**src/rtl/mig_seq_evaluator.sv**
```systemverilog
// mig_seq_evaluator: time-multiplexed evaluator for a programmable majority-inverter graph.
// A single 3-input majority unit computes one node per cycle from the program RAM.
// Ports:
//   clk, rst_n            clock, asynchronous active-low reset
//   cfg_we/addr/data      program slot write {inv_a,sel_a,inv_b,sel_b,inv_c,sel_c}
//   cfg_nodes             node count, sampled on cfg_we, saturates at MAX_NODES
//   cfg_err               one-cycle pulse when a write arrives while busy
//   in_valid/in_ready/in_x   input vector handshake (ready only in IDLE)
//   out_valid/out_ready/out_y result handshake, out_y = last node value
//   busy                  evaluation or result pending
module mig_seq_evaluator #(
   parameter int NUM_IN    = 7,
   parameter int MAX_NODES = 8,
   parameter int SEL_W     = 4
) (
   input  logic                               clk,
   input  logic                               rst_n,
   input  logic                               cfg_we,
   input  logic [$clog2(MAX_NODES)-1:0]       cfg_addr,
   input  logic [3*(SEL_W+1)-1:0]             cfg_data,
   input  logic [$clog2(MAX_NODES+1)-1:0]     cfg_nodes,
   output logic                               cfg_err,
   input  logic                               in_valid,
   output logic                               in_ready,
   input  logic [NUM_IN-1:0]                  in_x,
   output logic                               out_valid,
   input  logic                               out_ready,
   output logic                               out_y,
   output logic                               busy
);
   localparam int KW    = $clog2(MAX_NODES);
   localparam int NW    = $clog2(MAX_NODES+1);
   localparam int OW    = SEL_W + 1;
   localparam int SRC_W = 2**SEL_W;
   typedef enum logic [1:0] {IDLE, EVAL, DONE} state_t;
   state_t state, state_nx;
   logic [3*OW-1:0]    prog [MAX_NODES];
   logic [NUM_IN-1:0]  x_r;
   logic [MAX_NODES-1:0] node_q;
   logic [NW-1:0]      nodes;
   logic [KW-1:0]      k;
   logic [KW-1:0]      last_idx;
   logic [3*OW-1:0]    instr;
   logic [SRC_W-1:0]   src;
   logic               a, b, c, nv, accept, last_k;
   // Operand = optional inversion of one entry of the flat source vector {nodes, x, const0};
   // unused select codes above the node range read as zero through the padding.
   function automatic logic opnd(input logic [OW-1:0] f, input logic [SRC_W-1:0] s);
      return f[OW-1] ^ s[f[SEL_W-1:0]];
   endfunction
   always_comb begin
      instr     = prog[k];
      src       = SRC_W'({node_q, x_r, 1'b0});
      a         = opnd(instr[3*OW-1 -: OW], src);
      b         = opnd(instr[2*OW-1 -: OW], src);
      c         = opnd(instr[OW-1:0], src);
      nv        = (a & b) | (a & c) | (b & c);
      last_idx  = KW'(nodes - NW'(1));
      last_k    = NW'(k) == nodes - NW'(1);
      in_ready  = state == IDLE;
      busy      = state != IDLE;
      out_valid = state == DONE;
      accept    = in_valid & in_ready;
      out_y     = (out_valid && nodes != '0) ? node_q[last_idx] : 1'b0;
      state_nx  = state == IDLE ? (accept ? (nodes == '0 ? DONE : EVAL) : IDLE) :
                  state == EVAL ? (last_k ? DONE : EVAL) :
                  (out_ready ? IDLE : DONE);
   end
   always_ff @(posedge clk or negedge rst_n)
      if (!rst_n) state <= IDLE;
      else        state <= state_nx;
   always_ff @(posedge clk or negedge rst_n)
      if (!rst_n) begin
         for (int i = 0; i < MAX_NODES; i++) prog[i] <= '0;
         x_r     <= '0;
         node_q  <= '0;
         nodes   <= '0;
         k       <= '0;
         cfg_err <= 1'b0;
      end else begin
         cfg_err <= cfg_we & busy;
         if (cfg_we && !busy) begin
            prog[cfg_addr] <= cfg_data;
            nodes <= cfg_nodes > NW'(MAX_NODES) ? NW'(MAX_NODES) : cfg_nodes;
         end
         // Clearing the node file at accept makes forward/self references read 0.
         if (accept) begin
            x_r    <= in_x;
            node_q <= '0;
            k      <= '0;
         end else if (state == EVAL) begin
            node_q[k] <= nv;
            k         <= k + 1'b1;
         end
      end
endmodule

```
**config.mk**
```make
export PLATFORM = sky130hd
export DESIGN_NAME = mig_seq_evaluator
export DESIGN_NICKNAME = d
export VERILOG_FILES = /design/src/rtl/mig_seq_evaluator.sv
export SDC_FILE = /design/constraint.sdc
export NUM_CORES = 1
export LEC_CHECK = 0
export ABC_AREA = 1
export BUFFER_PORTS_ARGS = -buffer_cell sky130_fd_sc_hd__buf_2
export CORE_ASPECT_RATIO = 1.2
export CORE_UTILIZATION = 55
export DETAILED_ROUTE_END_ITERATION = 8
export PLACE_DENSITY = 0.81
export SETUP_SLACK_MARGIN = 0.05
export SKIP_CTS_REPAIR_TIMING = 1
export SLEW_MARGIN = 40
export SYNTH_ARGS = -nofsm -noshare
export SYNTH_HDL_FRONTEND = slang
export SYNTH_SLANG_ARGS = --single-unit
```
**constraint.sdc**
```tcl
create_clock -name clk -period 5.5 [get_ports clk]
set_input_delay 0.275 -clock clk [delete_from_list [all_inputs] [get_ports clk]]
set_output_delay 0.275 -clock clk [all_outputs]
set_load 0.02 [all_outputs]
```
==> results.yml, run 1 <==
grt:
  grt_max_degree: 83
  grt_pass1_wl_mm: 31.1
  global_route.overflow_total: 0
  global_route.usage.total: 0.298
  number_of_antenna_violations_at_the_first_check_in_global_routing: 0
  number_of_global_route_vias_before_repair: 6218
sta:
  slew_violations: 0
  post-route-period-util: 0.529
  slew-limit-headroom: 0.445
  worst_slew_pin_slew_ps: 828
  setup-violations-final: 0
  unrepaired_setup_endpoints_after_global_routing: "no"
  hold_viol_final: 0
  clock.fmax_ghz: 0.343
  timing.clock.skew_ps: 4.30
  timing.setup.tns_ps: 0
  finalWorstPathRequiredPeriod_ps: 2910
  worst_hold_slack_ps: 46.0
worst_setup_path:
  timing.critical_path.from: "k[1]"
  critical_path_arrival_ps: 3230
  timing.reg2reg.worst_path_depth: 19
  crit_path_end_kind: "flip-flop"
  setup.reg_to_reg.worst_slack_ps: 2590
  crit_end: "node_q[4]"
  critical_path_required_ps: 5820
  path_class: "reg2reg"
  path_max_fanout: 19
  startpoint_class: "flip-flop"
  launch_instance_of_the_worst_register_to_register_path: "k[1]"
  worstReg2RegEnd: "node_q[4]"
routing:
  avgViaCountPerCell: 5.48
  vias: 6541
  route.detailed.drc: 0
  wirelength_routed_mm: 18.8
  drt.antenna.violating_nets: 0
  post_drt_wl_per_cell_um: 15.8
  drt_pre_antenna_iters: 5
  drt-initial-drc-count: 619
die:
  die_width_um: 107
  die_h_um: 128
  io_pins: 39
  initial_utilization: 0.571
  placementRows: 45
  die_area_um2: 13700
  core-area_um2: 12800
hold_path:
  min_path_type: "in2reg"
  min_from: "in_x[4]"
placement:
  portbufs: 38
  place_area_um2: 7650
  post-place-cells: 1160
  dp_hpwl_mm: 12.8
  gpl.final_weighted_congestion: 0.929
clock_tree:
  clk-insertion-delay-late_ps: 430
  clockBufferDepth: 2
  cts.root.buffer_cell: "sky130_fd_sc_hd__clkbuf_16"
  cts_tree: "done"
  clk_pin_slew_worst_paths_ps: 60
  number_of_buffers_created_by_cts: 17
  cts.htree.levels: 4
  tritoncts_num_sinks: 145
logic_synthesis:
  synth.net_count: 1019
  synth.avg_cell_area_um2: 7.43
  synth_top_cell_by_area: "sky130_fd_sc_hd__dfrtp_1"
  post-synth-top-area-fraction: 0.498
  synth.yosys.seq_area_share: 0.498
  synth_enable_flop_cells: 0
  synth.lib_cells_used.distinct: 32
  most_common_flop_cell_mapped_by_yosys: "sky130_fd_sc_hd__dfrtp_1"
  synth_top_cells_by_area: "sky130_fd_sc_hd__dfrtp_1 (50%), sky130_fd_sc_hd__nand2_1 (17%), sky130_fd_sc_hd__o21ai_0 (8.9%), sky130_fd_sc_hd__inv_1 (6.0%), sky130_fd_sc_hd__nand3_1 (4.0%)"
  yosysWarningCount: 0
  syn_inst: 982
  ff_latch_count_synth: 145
  synth_area_um2: 7290
  asyncSetResetFlopFracSynth: 1.00
layout:
  final-instance-count-excl-fill: 1193
  final_nets: 1053
  final-seq-area_um2: 3630
  drive_above_1_share: 0.102
  multi_input_area_um2: 3020
  fillerInstances: 1053
  syn2layout_area_growth_pct: 14.1
  antenna_cells_inserted: 0
  final_common_cell: "sky130_fd_sc_hd__nand2_1"
  layout.cell_area.non_filler_um2: 8320
  layout.cells.most_common_list: "sky130_fd_sc_hd__nand2_1 (340), sky130_fd_sc_hd__dfrtp_1 (145), sky130_fd_sc_hd__o21ai_0 (129)"
power_and_ir_drop:
  finalPower_mw: 5.75
  power-per-cell-area_nw_per_um2: 691
  power.ir.vdd_worst_uv: 378
  power.leakage_nw: 4.32
job:
  maxCapViolCount: 0
run_status:
  outcome: "completed"
synth_stat cells (all sizes together) (2+ instances only):
master	n
nand2	342
dfrtp	145
o21ai	130
inv	127
nand3	60
nor2	60
clkbuf	27
a21oi	19
buf	12
nand4	11
o22ai	9
nor3	7
o211ai	7
or2	4
xnor2	4
ha	3
a221oi	2
a22o	2
clkinv	2
nand3b	2
o2111a	2
o22a	2
critical path, cell delays in order (launching register included):
cell,delay (ps)
sky130_fd_sc_hd__dfrtp_1,810
sky130_fd_sc_hd__inv_2,270
sky130_fd_sc_hd__nor2_1,190
sky130_fd_sc_hd__nand3_1,100
sky130_fd_sc_hd__nand2_1,140
sky130_fd_sc_hd__clkinv_1,80
sky130_fd_sc_hd__nand2_1,190
sky130_fd_sc_hd__nand2_1,90
sky130_fd_sc_hd__nand3_1,90
sky130_fd_sc_hd__nand3_1,80
sky130_fd_sc_hd__nand2_1,90
sky130_fd_sc_hd__nand2_1,70
sky130_fd_sc_hd__nand2_1,60
sky130_fd_sc_hd__nand2_1,50
sky130_fd_sc_hd__nand2_1,100
sky130_fd_sc_hd__inv_1,60
sky130_fd_sc_hd__nand2_1,60
sky130_fd_sc_hd__nand2_2,130
sky130_fd_sc_hd__nand2_1,100
sky130_fd_sc_hd__nand2_1,50
metrics by stage:
stage / setup WS [ps] / utilization
2_1_floorplan: 3470 / -
3_3_place_gp: 2620 / 0.592
3_5_place_dp: 2690 / 0.599
4_1_cts: 2630 / 0.650
5_1_grt: 2250 / 0.651
6_report: 2590 / 0.651
metal layers:
metal | vias to the layer above | part of all wire | wire, um | global-route usage
li1 | 3186 | - | - | -
met1 | 3021 | 0.42 | 7860 | 0.387
met2 | 277 | 0.48 | 9010 | 0.479
met3 | 57 | 0.067 | 1270 | 0.0468
met4 | 0 | 0.037 | 691 | 0.160
met5 | - | 0 | 0 | 0
area by class of cell:
| type | instances | area share |
|---|---|---|
| clock inverter | 13 | 0.0251 |
| clock buffer | 19 | 0.0532 |
| sequential | 145 | 0.436 |
| tap | 164 | 0.0247 |
| inverter | 129 | 0.0582 |
| timing repair buffer | 54 | 0.0393 |
| multi-input combinational | 669 | 0.363 |
worst min path at each step:
stage	endpoint	slack, ps	cells after the start
floorplan	cfg_err	-20	0
global placement	prog[67]	370	1
detailed placement	cfg_err	370	1
CTS	prog[82]	-80	1
global route	x_r[5]	60	3
finish	x_r[4]	50	3
sequential cells by signal, summed over array words and instances (netlist names):
name	count
cfg_err	1
k	3
node_q	8
nodes	4
prog	120
state	2
x_r	7
logic make-up (layout without fill, tap and decap cells):
| logic type | Yosys count | after routing | synth area share |
|---|---|---|---|
| DFF | 145 | 145 | 0.498 |
| buffers and inverters | 168 | 215 | 0.0902 |
| adders and majority gates | 3 | 3 | 0.00515 |
| xor gates and xnor gates | 5 | 5 | 0.00600 |
| and+or+nand+nor | 486 | 486 | 0.271 |
| AOI/OAI and AO/OA | 175 | 175 | 0.130 |
power by group:
group          leakage [nW]  internal (mW)  switching [mW]
Combinational          2.20          0.851            1.69
Sequential             1.81           1.59           0.328
Clock                 0.310          0.817           0.465
Total                  4.32           3.26            2.49
No activity file was read; power rests on OpenSTA's default activity.
==> run 2: changes to the inputs <==
PLACE_DENSITY = 0.84   (was 0.81)
clock period = 2.36 ns   (was 5.5 ns; I/O delays follow)
==> results.yml, run 2 (synthesized netlist as in run 1, its figures left out) <==
routing:
  avgViaCountPerCell: 5.70
  dr_wl_met3_mm: 1.71
  vias: 7074
  route.detailed.drc: 0
  wirelength_routed_mm: 21.2
  met1_length_mm: 8.27
  post_drt_wl_per_cell_um: 17.0
  drt-initial-drc-count: 745
  met2WireLength_mm: 10.1
  drt.antenna.violating_nets: 0
  routed.top_layer: "met4"
  drt_pre_antenna_iters: 6
power_and_ir_drop:
  finalPower_mw: 14.4
  power.leakage_nw: 4.61
  power-per-cell-area_nw_per_um2: 1600
  power.ir.vdd_worst_uv: 917
worst_setup_path:
  path_max_fanout: 8
  timing.reg2reg.worst_path_depth: 20
  critical_path_required_ps: 2680
  crit_path_end_kind: "flip-flop"
  stages_on_the_worst_setup_path: 20
  worst-path-buf-inv: 3
  path_class: "reg2reg"
  launch_instance_of_the_worst_register_to_register_path: "k[0]"
  critical_path_arrival_ps: 2640
  setup.reg_to_reg.worst_slack_ps: 40
  timing.critical_path.from: "k[0]"
  slowest_stage: "sky130_fd_sc_hd__dfrtp_2"
  startpoint_class: "flip-flop"
  worstReg2RegEnd: "node_q[1]"
  cp_common_cell: "sky130_fd_sc_hd__nand2_1"
  crit_path_cell_trace: "clkinv_4, clkbuf_16, nand2_1, nand2_1, nand2_1, nand2_1, nand2_2, buf_6, nand3_1, nand3_1, nand3_1, nand2_1, nand2_1, nand2_1, nand2_1, nand2_1, nand2_2, nand2_4, nand2_2, nand2_1"
  timing.critical_path.max_delay_family: "simple AND/OR/NAND/NOR gates"
  crit_end: "node_q[1]"
  timing.critical_path.slowest_cell_delay_ps: 460
sta:
  finalWorstPathRequiredPeriod_ps: 2320
  setup_ws_ps: 36.3
  setup-violations-final: 0
  slew-limit-headroom: 0.620
  unrepaired_setup_endpoints_after_global_routing: "yes"
  post-route-period-util: 0.985
  worst_slew_pin_slew_ps: 569
  timing.clock.skew_ps: 5.83
  slew_violations: 0
  hold_viol_final: 0
  clock.fmax_ghz: 0.430
layout:
  final_nets: 1103
  final_common_cell: "sky130_fd_sc_hd__nand2_1"
  fillerInstances: 920
  top_regs: "prog x120, node_q x8, x_r x7"
  final-instance-count-excl-fill: 1241
  syn2layout_area_growth_pct: 23.2
  antenna_cells_inserted: 0
  drive_above_1_share: 0.167
  max_flop_register: "prog"
  layout.cells.most_common_list: "sky130_fd_sc_hd__nand2_1 (315), sky130_fd_sc_hd__dfrtp_1 (142), sky130_fd_sc_hd__o21ai_0 (129)"
  largest_register_ff_count: 120
  final_cell_utilization_of_the_core: 0.703
  layout.cell_area.non_filler_um2: 8980
die:
  placementRows: 45
  core-area_um2: 12800
  io_pins: 39
  die_h_um: 128
  die_area_um2: 13700
  initial_utilization: 0.571
  die_width_um: 107
grt:
  global_route.usage.total: 0.311
  number_of_antenna_violations_at_the_first_check_in_global_routing: 0
  grt_max_degree: 60
  global_route.overflow_total: 0
  grt_pass1_wl_mm: 32.4
  number_of_global_route_vias_before_repair: 6599
placement:
  dp_hpwl_mm: 12.7
  dp_slack_ps: 73.2
  gpl.final_weighted_congestion: 0.967
  portbufs: 38
  post-place-cells: 1183
  place_area_um2: 7870
run_status:
  outcome: "completed"
clock_tree:
  clk-insertion-delay-late_ps: 440
  tritoncts_num_sinks: 145
  cts.htree.levels: 4
  number_of_buffers_created_by_cts: 17
  cts_tree: "done"
  clk_pin_slew_worst_paths_ps: 60
  clockBufferDepth: 2
  cts.root.buffer_cell: "sky130_fd_sc_hd__clkbuf_16"
hold_path:
  min_path_type: "in2reg"
job:
  maxCapViolCount: 0
run 2: per-layer routing:
layer / GRT usage / vias up
met1: 0.401 / 3296
li1: - / 3278
met5: 0 / -
met2: 0.496 / 416
met4: 0.161 / 0
met3: 0.0630 / 84
run 2: power by group:
| group | leakage [nW] | internal (mW) | switching (mW) |
|---|---|---|---|
| logic | 2.50 | 2.59 | 4.57 |
| clock network | 0.299 | 1.73 | 1.03 |
| registers | 1.81 | 3.72 | 0.766 |
| total | 4.61 | 8.04 | 6.37 |
run 2: layout make-up:
cell class | instances | area, um2 | area share
Sequential cell | 145 | 3630 | 0.404
Multi-Input combinational cell | 669 | 3200 | 0.356
Timing Repair Buffer | 104 | 858 | 0.0956
Inverter | 129 | 489 | 0.0545
Clock buffer | 21 | 470 | 0.0524
Tap cell | 164 | 205 | 0.0228
Clock inverter | 9 | 131 | 0.0146
run 2: how the worst min path moves through the flow:
stage	cells past startpoint	end	startpoint	slack (ps)
final	3	nodes[3]	cfg_nodes[3]	30
after CTS	1	prog[17]	rst_n	-320
after global routing	3	nodes[3]	cfg_nodes[3]	50
after detailed placement	1	prog[22]	rst_n	130
after floorplan	0	cfg_err	rst_n	-180
after global placement	1	prog[22]	rst_n	130
run 2: per-stage QoR:
step	setup TNS [ps]	hold WS [ps]
3_3_place_gp	0	127
3_5_place_dp	0	128
6_report	0	26.9
2_1_floorplan	0	-178
4_1_cts	-37.9	-321
5_1_grt	-679	45.1
run 2: worst register-to-register path, cell delays in order (launching register included):
cell	delay, ps
sky130_fd_sc_hd__dfrtp_2	460
sky130_fd_sc_hd__clkinv_4	120
sky130_fd_sc_hd__clkbuf_16	160
sky130_fd_sc_hd__nand2_1	50
sky130_fd_sc_hd__nand2_1	80
sky130_fd_sc_hd__nand2_1	60
sky130_fd_sc_hd__nand2_1	100
sky130_fd_sc_hd__nand2_2	100
sky130_fd_sc_hd__buf_6	150
sky130_fd_sc_hd__nand3_1	60
sky130_fd_sc_hd__nand3_1	120
sky130_fd_sc_hd__nand3_1	120
sky130_fd_sc_hd__nand2_1	70
sky130_fd_sc_hd__nand2_1	70
sky130_fd_sc_hd__nand2_1	50
sky130_fd_sc_hd__nand2_1	60
sky130_fd_sc_hd__nand2_1	60
sky130_fd_sc_hd__nand2_2	80
sky130_fd_sc_hd__nand2_4	100
sky130_fd_sc_hd__nand2_2	80
sky130_fd_sc_hd__nand2_1	60
==> run 3: changes to the inputs <==
ABC_AREA = unset   (was 1)
==> results.yml, run 3 <==
placement:
  gpl.final_weighted_congestion: 0.931
  post-place-cells: 799
  portbufs: 38
  dp_hpwl_mm: 12.3
  place_area_um2: 8130
logic_synthesis:
  syn_inst: 559
  post-synth-top-count-cell: "sky130_fd_sc_hd__dfrtp_1"
  yosys-top-cells-count: "sky130_fd_sc_hd__dfrtp_1 (145), sky130_fd_sc_hd__mux2_2 (138), sky130_fd_sc_hd__mux2i_1 (36)"
  synth.avg_cell_area_um2: 13.0
  synth_top_cell_by_area: "sky130_fd_sc_hd__dfrtp_1"
  synth_enable_flop_cells: 0
  synth.net_count: 596
  synth.lib_cells_used.distinct: 58
  synth_top_cells_by_area: "sky130_fd_sc_hd__dfrtp_1 (50%), sky130_fd_sc_hd__mux2_2 (21%), sky130_fd_sc_hd__mux2i_1 (4.9%), sky130_fd_sc_hd__mux4_2 (4.9%), sky130_fd_sc_hd__nand2_1 (1.3%)"
  post-synth-top-area-fraction: 0.498
  asyncSetResetFlopFracSynth: 1.00
  most_common_flop_cell_mapped_by_yosys: "sky130_fd_sc_hd__dfrtp_1"
  synth_area_um2: 7290
  synth.yosys.seq_area_share: 0.498
  ff_latch_count_synth: 145
  yosysWarningCount: 0
die:
  die_h_um: 128
  die_width_um: 107
  core-area_um2: 12800
  die_area_um2: 13700
  placementRows: 45
  io_pins: 39
  initial_utilization: 0.570
sta:
  hold_viol_final: 0
  timing.clock.skew_ps: 5.70
  slew_violations: 0
  finalWorstPathRequiredPeriod_ps: 2980
  setup_ws_ps: -623
  slew-limit-headroom: 0.590
  post-route-period-util: 1.26
  setup-violations-final: 8
  worst_slew_pin_slew_ps: 613
  worst_hold_slack_ps: 2.31
  unrepaired_setup_endpoints_after_global_routing: "yes"
  clock.fmax_ghz: 0.335
clock_tree:
  number_of_buffers_created_by_cts: 17
  cts.root.buffer_cell: "sky130_fd_sc_hd__clkbuf_16"
  cts.htree.levels: 4
  cts_tree: "done"
  clockBufferDepth: 2
  clk_pin_slew_worst_paths_ps: 60
  tritoncts_num_sinks: 145
  clk-insertion-delay-late_ps: 430
hold_path:
  min_path_type: "in2reg"
  worstHoldPathCells: 3
layout:
  antenna_cells_inserted: 0
  layout.cell_area.non_filler_um2: 8860
  final-seq-area_um2: 3630
  fillerInstances: 812
  final-instance-count-excl-fill: 844
  multi_input_area_um2: 3490
  top_regs: "prog x120, node_q x8, x_r x7"
  final_common_cell: "sky130_fd_sc_hd__dfrtp_1"
  layout.cells.most_common_list: "sky130_fd_sc_hd__dfrtp_1 (144), sky130_fd_sc_hd__mux2_2 (137), sky130_fd_sc_hd__buf_4 (60)"
  largest_register_ff_count: 120
  syn2layout_area_growth_pct: 21.5
  final_nets: 704
  drive_above_1_share: 0.450
  max_flop_register: "prog"
power_and_ir_drop:
  power-per-cell-area_nw_per_um2: 1540
  finalPower_mw: 13.7
  power.ir.vdd_worst_uv: 975
  power.leakage_nw: 3.90
worst_setup_path:
  path_class: "reg2reg"
  critical_path_arrival_ps: 3320
  path_max_fanout: 8
  crit_path_end_kind: "flip-flop"
  startpoint_class: "flip-flop"
  timing.reg2reg.worst_path_depth: 11
  critical_path_required_ps: 2700
routing:
  drt.antenna.violating_nets: 0
  vias: 5109
  wirelength_routed_mm: 17.6
  post_drt_wl_per_cell_um: 20.8
  route.detailed.drc: 0
  drt_pre_antenna_iters: 4
  avgViaCountPerCell: 6.05
  drt-initial-drc-count: 334
run_status:
  violations: "setup timing"
  outcome: "finished with violations"
grt:
  grt_pass1_wl_mm: 28.1
  number_of_antenna_violations_at_the_first_check_in_global_routing: 0
  grt_max_degree: 56
  global_route.overflow_total: 0
  global_route.usage.total: 0.275
  number_of_global_route_vias_before_repair: 5308
job:
  maxCapViolCount: 0
## run 3: cells by family after synthesis
logic type | count (synthesis) | synth area share
DFF | 145 | 0.498
and+or+nand+nor | 83 | 0.0556
muxes | 192 | 0.317
buffers and inverters | 42 | 0.0283
AOI/OAI and AO/OA | 86 | 0.0862
xor gates and xnor gates | 7 | 0.00841
adders and majority gates | 4 | 0.00669
## run 3: per-layer routing
metal,part of all wire,GRT usage,vias up
li1,-,-,2310
met1,0.41,0.337,2617
met2,0.53,0.478,149
met3,0.042,0.0569,33
met4,0.020,0.106,0
met5,0,0,-
## run 3: path summary, 6_finish.rpt
check / start / to / slack, ps
hold / removal: cfg_nodes[2] / nodes[2] / 2
min in group asynchronous: rst_n / prog[19] / 200
max in group asynchronous: rst_n / x_r[5] / 1420
setup / recovery: k[0] / node_q[1] / -620
setup reg to reg: k[0] / node_q[1] / -620
hold reg to reg: prog[49] / prog[49] / 500
## run 3: final cells by class
| class | instances | area share |
|---|---|---|
| clock buffer | 17 | 0.0480 |
| clock inverter | 15 | 0.0170 |
| multi-input combinational | 372 | 0.394 |
| inverter | 13 | 0.00551 |
| tap | 164 | 0.0232 |
| timing repair buffer | 118 | 0.103 |
| sequential | 145 | 0.410 |
## run 3: per-stage QoR
stage / worst slack, ps / util / setup TNS (ps)
2_1_floorplan: -555 / - / -3850
3_3_place_gp: -494 / 0.636 / -3450
3_5_place_dp: -636 / 0.636 / -4470
4_1_cts: -641 / 0.681 / -4630
5_1_grt: -762 / 0.693 / -5450
6_report: -623 / 0.693 / -4360
## run 3: worst max-delay path, stage by stage (launching register included)
cell	delay (ps)
sky130_fd_sc_hd__dfrtp_2	430
sky130_fd_sc_hd__buf_6	160
sky130_fd_sc_hd__buf_12	100
sky130_fd_sc_hd__mux4_2	500
sky130_fd_sc_hd__mux2_2	340
sky130_fd_sc_hd__o211ai_1	140
sky130_fd_sc_hd__o311ai_1	150
sky130_fd_sc_hd__o221ai_1	90
sky130_fd_sc_hd__o211ai_1	130
sky130_fd_sc_hd__xor2_1	180
sky130_fd_sc_hd__maj3_2	400
sky130_fd_sc_hd__o31ai_2	270
## run 3: report_power, final
part           internal [mW]  switching [mW]  total [mW]
Sequential              3.65           0.790        4.44
Combinational           3.50            3.13        6.63
Clock                   1.48            1.12        2.60
